### config.mk
export PLATFORM = sky130hd
export DESIGN_NAME = seq_detect_ctrl_flat
export DESIGN_NICKNAME = d
export VERILOG_FILES = /design/src/rtl/seq_detect_ctrl_if.sv /design/src/rtl/seq_detect_ctrl.sv /design/src/flat_wrapper.sv
export SDC_FILE = /design/constraint.sdc
export NUM_CORES = 1
export LEC_CHECK = 0
export ABC_CLOCK_PERIOD_IN_PS = 2500
export CORE_ASPECT_RATIO = 0.6
export CORE_MARGIN = 5
export CORE_UTILIZATION = 35
export DETAILED_ROUTE_END_ITERATION = 8
export PLACE_DENSITY_LB_ADDON = 0.12
export SLEW_MARGIN = 15
export SYNTH_ARGS = -nofsm -noshare
export SYNTH_HDL_FRONTEND = slang
export SYNTH_SLANG_ARGS = --single-unit
### constraint.sdc
create_clock -name clk -period 2.5 [get_ports clk]
set_input_delay 0.25 -clock clk [delete_from_list [all_inputs] [get_ports clk]]
set_output_delay 0.25 -clock clk [all_outputs]
set_load 0.01 [all_outputs]
### src/rtl/seq_detect_ctrl_if.sv
// Signal bundle between a control master and seq_detect_ctrl: configuration
// handshake, run control, serial stream and status.
interface seq_detect_ctrl_if #(
  parameter int MAX_LEN = 8,
  parameter int CNT_W   = 8,
  parameter int LEN_W   = $clog2(MAX_LEN + 1)
);
  logic               cfg_valid;
  logic               cfg_ready;
  logic [MAX_LEN-1:0] cfg_pattern;
  logic [LEN_W-1:0]   cfg_len;
  logic               cfg_overlap;
  logic [CNT_W-1:0]   cfg_target;
  logic               cfg_err;
  logic               start;
  logic               abort;
  logic               din;
  logic               din_valid;
  logic               dout;
  logic [CNT_W-1:0]   match_count;
  logic               busy;
  logic               done;

  modport master (
    output cfg_valid, cfg_pattern, cfg_len, cfg_overlap, cfg_target,
    output start, abort, din, din_valid,
    input  cfg_ready, cfg_err, dout, match_count, busy, done
  );

  modport slave (
    input  cfg_valid, cfg_pattern, cfg_len, cfg_overlap, cfg_target,
    input  start, abort, din, din_valid,
    output cfg_ready, cfg_err, dout, match_count, busy, done
  );
endinterface

### src/rtl/seq_detect_ctrl.sv
// Run-time configurable serial pattern detector: latches a pattern/length/mode/target,
// then counts matches on a bit stream until the target is reached or the run is aborted.
module seq_detect_ctrl #(
  parameter int MAX_LEN = 8,
  parameter int CNT_W   = 8,
  parameter int LEN_W   = $clog2(MAX_LEN + 1)
) (
  input logic              clk,
  input logic              reset,
  seq_detect_ctrl_if.slave bus
);
  typedef enum logic [1:0] {IDLE, RUN, DONE} state_t;

  localparam logic [LEN_W-1:0] FILL_MAX = LEN_W'(MAX_LEN);
  localparam logic [CNT_W-1:0] CNT_MAX  = '1;

  state_t             state;
  logic [MAX_LEN-1:0] pattern_q;
  logic [LEN_W-1:0]   len_q;
  logic               overlap_q;
  logic [CNT_W-1:0]   target_q;
  logic [MAX_LEN-1:0] history;
  logic [LEN_W-1:0]   fill;

  logic [MAX_LEN-1:0] next_history;
  logic [MAX_LEN-1:0] len_mask;
  logic [LEN_W-1:0]   next_fill;
  logic [CNT_W-1:0]   next_count;
  logic               cfg_fire;
  logic               cfg_legal;
  logic               hit;

  // Match evaluation on the history as it will look after shifting in din.
  always_comb begin
    cfg_fire     = bus.cfg_valid && bus.cfg_ready;
    cfg_legal    = (bus.cfg_len != '0) && (bus.cfg_len <= FILL_MAX);
    next_history = (history << 1) | MAX_LEN'(bus.din);
    next_fill    = (fill == FILL_MAX) ? fill : fill + LEN_W'(1);
    len_mask     = '0;
    for (int i = 0; i < MAX_LEN; i++) begin
      len_mask[i] = (LEN_W'(i) < len_q);
    end
    hit        = ((next_history & len_mask) == (pattern_q & len_mask)) && (next_fill >= len_q);
    next_count = (bus.match_count == CNT_MAX) ? bus.match_count : bus.match_count + CNT_W'(1);
  end

  always_ff @(posedge clk or posedge reset) begin
    if (reset) begin
      state           <= IDLE;
      pattern_q       <= MAX_LEN'(4'b1001);
      len_q           <= LEN_W'(4);
      overlap_q       <= 1'b0;
      target_q        <= '0;
      history         <= '0;
      fill            <= '0;
      bus.cfg_ready   <= 1'b1;
      bus.cfg_err     <= 1'b0;
      bus.dout        <= 1'b0;
      bus.match_count <= '0;
      bus.busy        <= 1'b0;
      bus.done        <= 1'b0;
    end else begin
      bus.cfg_err <= 1'b0;
      bus.dout    <= 1'b0;
      case (state)
        IDLE, DONE: begin
          if (cfg_fire) begin
            if (cfg_legal) begin
              pattern_q <= bus.cfg_pattern;
              len_q     <= bus.cfg_len;
              overlap_q <= bus.cfg_overlap;
              target_q  <= bus.cfg_target;
            end else begin
              bus.cfg_err <= 1'b1;
            end
          end
          // A configuration handshake in the same cycle takes precedence over start.
          if (state == DONE && bus.abort) begin
            state    <= IDLE;
            bus.done <= 1'b0;
          end else if (!cfg_fire && bus.start) begin
            state           <= RUN;
            bus.busy        <= 1'b1;
            bus.cfg_ready   <= 1'b0;
            bus.done        <= 1'b0;
            bus.match_count <= '0;
            history         <= '0;
            fill            <= '0;
          end
        end
        RUN: begin
          if (bus.abort) begin
            state         <= IDLE;
            bus.busy      <= 1'b0;
            bus.cfg_ready <= 1'b1;
          end else if (bus.din_valid) begin
            history <= next_history;
            fill    <= next_fill;
            if (hit) begin
              bus.dout        <= 1'b1;
              bus.match_count <= next_count;
              if (!overlap_q) begin
                fill <= '0;
              end
              if (target_q != '0 && next_count == target_q) begin
                state         <= DONE;
                bus.done      <= 1'b1;
                bus.busy      <= 1'b0;
                bus.cfg_ready <= 1'b1;
              end
            end
          end
        end
        default: state <= IDLE;
      endcase
    end
  end
endmodule

### src/flat_wrapper.sv
// flat-port wrapper written by rule: the top's interface ports become plain ports
module seq_detect_ctrl_flat 
#(
  parameter int MAX_LEN = 8,
  parameter int CNT_W   = 8,
  parameter int LEN_W   = $clog2(MAX_LEN + 1)
)
  (clk, reset, bus_cfg_valid, bus_cfg_pattern, bus_cfg_len, bus_cfg_overlap, bus_cfg_target, bus_start, bus_abort, bus_din, bus_din_valid, bus_cfg_ready, bus_cfg_err, bus_dout, bus_match_count, bus_busy, bus_done);
  seq_detect_ctrl_if #(.MAX_LEN(MAX_LEN), .CNT_W(CNT_W), .LEN_W(LEN_W)) bus_i ();
  input logic clk;
  input logic reset;
  input wire logic [$bits(bus_i.cfg_valid)-1:0] bus_cfg_valid;
  input wire logic [$bits(bus_i.cfg_pattern)-1:0] bus_cfg_pattern;
  input wire logic [$bits(bus_i.cfg_len)-1:0] bus_cfg_len;
  input wire logic [$bits(bus_i.cfg_overlap)-1:0] bus_cfg_overlap;
  input wire logic [$bits(bus_i.cfg_target)-1:0] bus_cfg_target;
  input wire logic [$bits(bus_i.start)-1:0] bus_start;
  input wire logic [$bits(bus_i.abort)-1:0] bus_abort;
  input wire logic [$bits(bus_i.din)-1:0] bus_din;
  input wire logic [$bits(bus_i.din_valid)-1:0] bus_din_valid;
  output wire logic [$bits(bus_i.cfg_ready)-1:0] bus_cfg_ready;
  output wire logic [$bits(bus_i.cfg_err)-1:0] bus_cfg_err;
  output wire logic [$bits(bus_i.dout)-1:0] bus_dout;
  output wire logic [$bits(bus_i.match_count)-1:0] bus_match_count;
  output wire logic [$bits(bus_i.busy)-1:0] bus_busy;
  output wire logic [$bits(bus_i.done)-1:0] bus_done;
  assign bus_i.cfg_valid = bus_cfg_valid;
  assign bus_i.cfg_pattern = bus_cfg_pattern;
  assign bus_i.cfg_len = bus_cfg_len;
  assign bus_i.cfg_overlap = bus_cfg_overlap;
  assign bus_i.cfg_target = bus_cfg_target;
  assign bus_i.start = bus_start;
  assign bus_i.abort = bus_abort;
  assign bus_i.din = bus_din;
  assign bus_i.din_valid = bus_din_valid;
  assign bus_cfg_ready = bus_i.cfg_ready;
  assign bus_cfg_err = bus_i.cfg_err;
  assign bus_dout = bus_i.dout;
  assign bus_match_count = bus_i.match_count;
  assign bus_busy = bus_i.busy;
  assign bus_done = bus_i.done;
  seq_detect_ctrl #(.MAX_LEN(MAX_LEN), .CNT_W(CNT_W), .LEN_W(LEN_W)) u_core (.clk(clk), .reset(reset), .bus(bus_i));
endmodule
==> flow_summary.toml <==
[outcome]
outcome = "finished, violations left"
failed_checks = "negative setup slack"

[sta]
fin_setup_tns_ns = -0.0684
layout_setup_ws_ns = -0.0277
maxSlewViolCount = 0
slew_headroom_pct = 64.8
fmax_ghz = 0.396
skew_ns = 0.00524
rsz0062_at_grt = "true"
timing.final.crit_share_pct = 101
final_hold_viol_count = 0
min_period_ns = 2.53
worst_slew_pin_slew_ns = 0.528
setup_violations = 4

[setup_path]
cp-start-kind = "flop"
crit_family = "compound AO/OA/AOI/OAI gates"
r2r_cells = 14
crit_slowest_cell = "dfrtp_1"
crit_chain = "inv_2 -> ha_4 -> nand2_4 -> nor2_4 -> xnor2_2 -> ha_1 -> nand2b_4 -> a211o_1 -> a21oi_2 -> nor4_4 -> buf_6 -> and2_4 -> a31oi_1 -> nor2_1"
crit_type = "reg2reg"
ff2ff_setup_slack_ns = -0.03
max_stage_delay_ns = 0.40
worstReg2RegEnd = "u_core.bus.match_count[6]$_DFFE_PP0P_"
rr_startpoint = "u_core.fill[0]$_DFFE_PP0P_"
critPathArrivalTime_ns = 2.71
path_max_fanout = 7
crit_path_end_kind = "flop"
critPathBufInv = 2
cp-startpoint = "u_core.fill[0]$_DFFE_PP0P_"
crit_required_ns = 2.69

[logic_synthesis]
synth.distinct_cells = 53
seq_area_frac_synth_pct = 44.3
ys_ff_latch = 47
syn_area_um2 = 2660
synth_warnings = 0
synthCells = 269
synth_top_area_cell = "dfrtp_1"
avgSynthCellArea_um2 = 9.90
synthTopCellsByArea = "dfrtp_1 (40%), mux2_2 (7.6%), nand2_1 (5.4%)"
synth_top_area_share_pct = 40.4
synth_edf_count = 0
synth_top_flop_cell = "dfrtp_1"
synthesis.nets = 304
async_reset_ff_share_pct = 100

[grt]
antenna_found_initial = 0
use_met3_pct = 5.81
grt_usage_pct = 17.1
grt_start_max_net_pins = 18
use_met2_pct = 21.7
grt_pass1_vias = 2326
grt-ovfl-total = 0
grtUsageMet1_pct = 27.4
grt_busiest_layer = "met1"
grt_pass1_wl_um = 12600

[layout]
drive_gt1_share_pct = 31.9
nNetsFinal = 388
instances_no_fill = 458
finish.utilization_pct = 51.8
diodes = 0
final_common_cell = "buf_4"
mostFrequentLayoutCells = "buf_4 (45), dfrtp_1 (43), clkdlybuf4s50_1 (40), nand2_1 (34), mux2_2 (18)"
syn2layout_area_growth_pct = 42.4
n_fill_cell = 706

[power]
power_density_nw_per_um2 = 937
leakagePower_nw = 1.56
vdd_drop_max_mv = 0.344

[routing]
drc = 0
ant_nets = 0
route.vias.total = 2324
post_drt_wl_per_cell_um = 16.2
drt_pass1_iterations = 4
avgViaCountPerCell = 5.07
wl_um = 7420
drt_iter0_drc = 102

[flow_run]
maxCapViolCount = 0

[cts]
cts_buffers = 5
cts_sinks = 47
insertion_delay_ns = 0.29
hold_buffers = 0
clockBufferDepth = 2
clkTransAtPathRegs_ns = 0.06
clockRootBuffer = "clkbuf_16"
cts_tree = "done"
cts_max_level = 2

[floorplan]
core_area_um2 = 7330
num_rows = 24
die_w_um = 123
start_util_pct = 36.4
dieArea_um2 = 9510
ios = 41
die_h_um = 77.6

[placed_design]
pre_cts_slack_ns = -0.248
dp_hpwl_um = 5380
gp_congestion = 0.844
dp_cells = 432
io_buffers = 40

[hold_path]
min_path_type = "in2async"
## power breakdown
part | leakage [nW] | switching, W | total, W | internal [W]
registers | 0.600 | 0.000240 | 0.00126 | 0.00102
logic | 0.885 | 0.000781 | 0.00159 | 0.000805
clock network | 0.0772 | 0.000282 | 0.000708 | 0.000426
total | 1.56 | 0.00130 | 0.00355 | 0.00225
## Yosys cell counts, types with 4 or more instances
cell / instances
ha_1: 7
or4_1: 4
inv_1: 10
nand3_1: 4
nand2b_1: 5
dfstp_2: 4
nor3_1: 4
dfrtp_1: 43
a21oi_1: 17
clkbuf_1: 5
o21ai_0: 21
nand2_1: 38
nor2_1: 13
xor2_1: 6
xnor2_1: 11
mux2_2: 18
## repair_timing
action | 4_1_cts | 5_1_grt
buffers inserted | 20 | 4
gates resized for setup | 21 | 20
pin swaps | 15 | 19
setup endpoints to repair | 18 | 18
## registers in the layout, summed over array words and instances (netlist names)
signal and count:
u_core.bus.busy 1, u_core.bus.cfg_err 1, u_core.bus.cfg_ready 1, u_core.bus.done 1, u_core.bus.dout 1, u_core.bus.match_count 8
u_core.fill 4, u_core.history 7, u_core.len_q 4, u_core.overlap_q 1, u_core.pattern_q 8, u_core.state 2
u_core.target_q 8
## metal layers
| metal | vias to the layer above | wire (um) |
|---|---|---|
| met5 | - | 0 |
| met4 | 0 | 102 |
| met3 | 9 | 526 |
| met2 | 76 | 2890 |
| met1 | 1096 | 3900 |
| li1 | 1143 | - |
## per-stage QoR
step	hold WS (ns)	power [W]	cell area (um^2)
after floorplan	0.345	0.00209	2660
after global placement	0.481	0.00254	3350
after detailed placement	0.491	0.00256	3350
after CTS	0.266	0.00345	3710
after global routing	0.293	0.00380	3790
final	0.250	0.00355	3790
## worst max-delay path by stage
stage | endpoint | slack [ns] | depth (start not counted)
finish | u_core.bus.match_count[6]$_DFFE_PP0P_ | -0.03 | 14
global route | u_core.bus.match_count[6]$_DFFE_PP0P_ | -0.17 | 14
CTS | u_core.bus.cfg_ready$_DFFE_PP1P_ | -0.08 | 14
detailed placement | u_core.bus.cfg_ready$_DFFE_PP1P_ | -0.25 | 13
global placement | u_core.bus.done$_DFFE_PP0P_ | -0.18 | 13
floorplan | u_core.bus.done$_DFFE_PP0P_ | 0.03 | 13
## layout make-up
class	instances	area (um^2)	share of cell area (%)
inverters	11	43.8	1.15
flip-flops and latches	47	1180	31.1
repair buffers	87	761	20.1
well taps	104	130	3.43
clock buffers	8	156	4.12
multi-input cells	201	1520	40.1
## cells by family (layout without fill, tap and decap cells)
family / Yosys count / after routing / share of synthesized area [%]
and+or+nand+nor: 85 / 85 / 16.1
DFF: 47 / 47 / 44.3
adders and majority gates: 7 / 7 / 3.29
buffers and inverters: 21 / 106 / 4.09
xor gates and xnor gates: 17 / 17 / 5.59
AOI/OAI and AO/OA: 71 / 71 / 17.9
muxes: 21 / 21 / 8.74
Note: power is estimated with default switching activity, not from simulation.
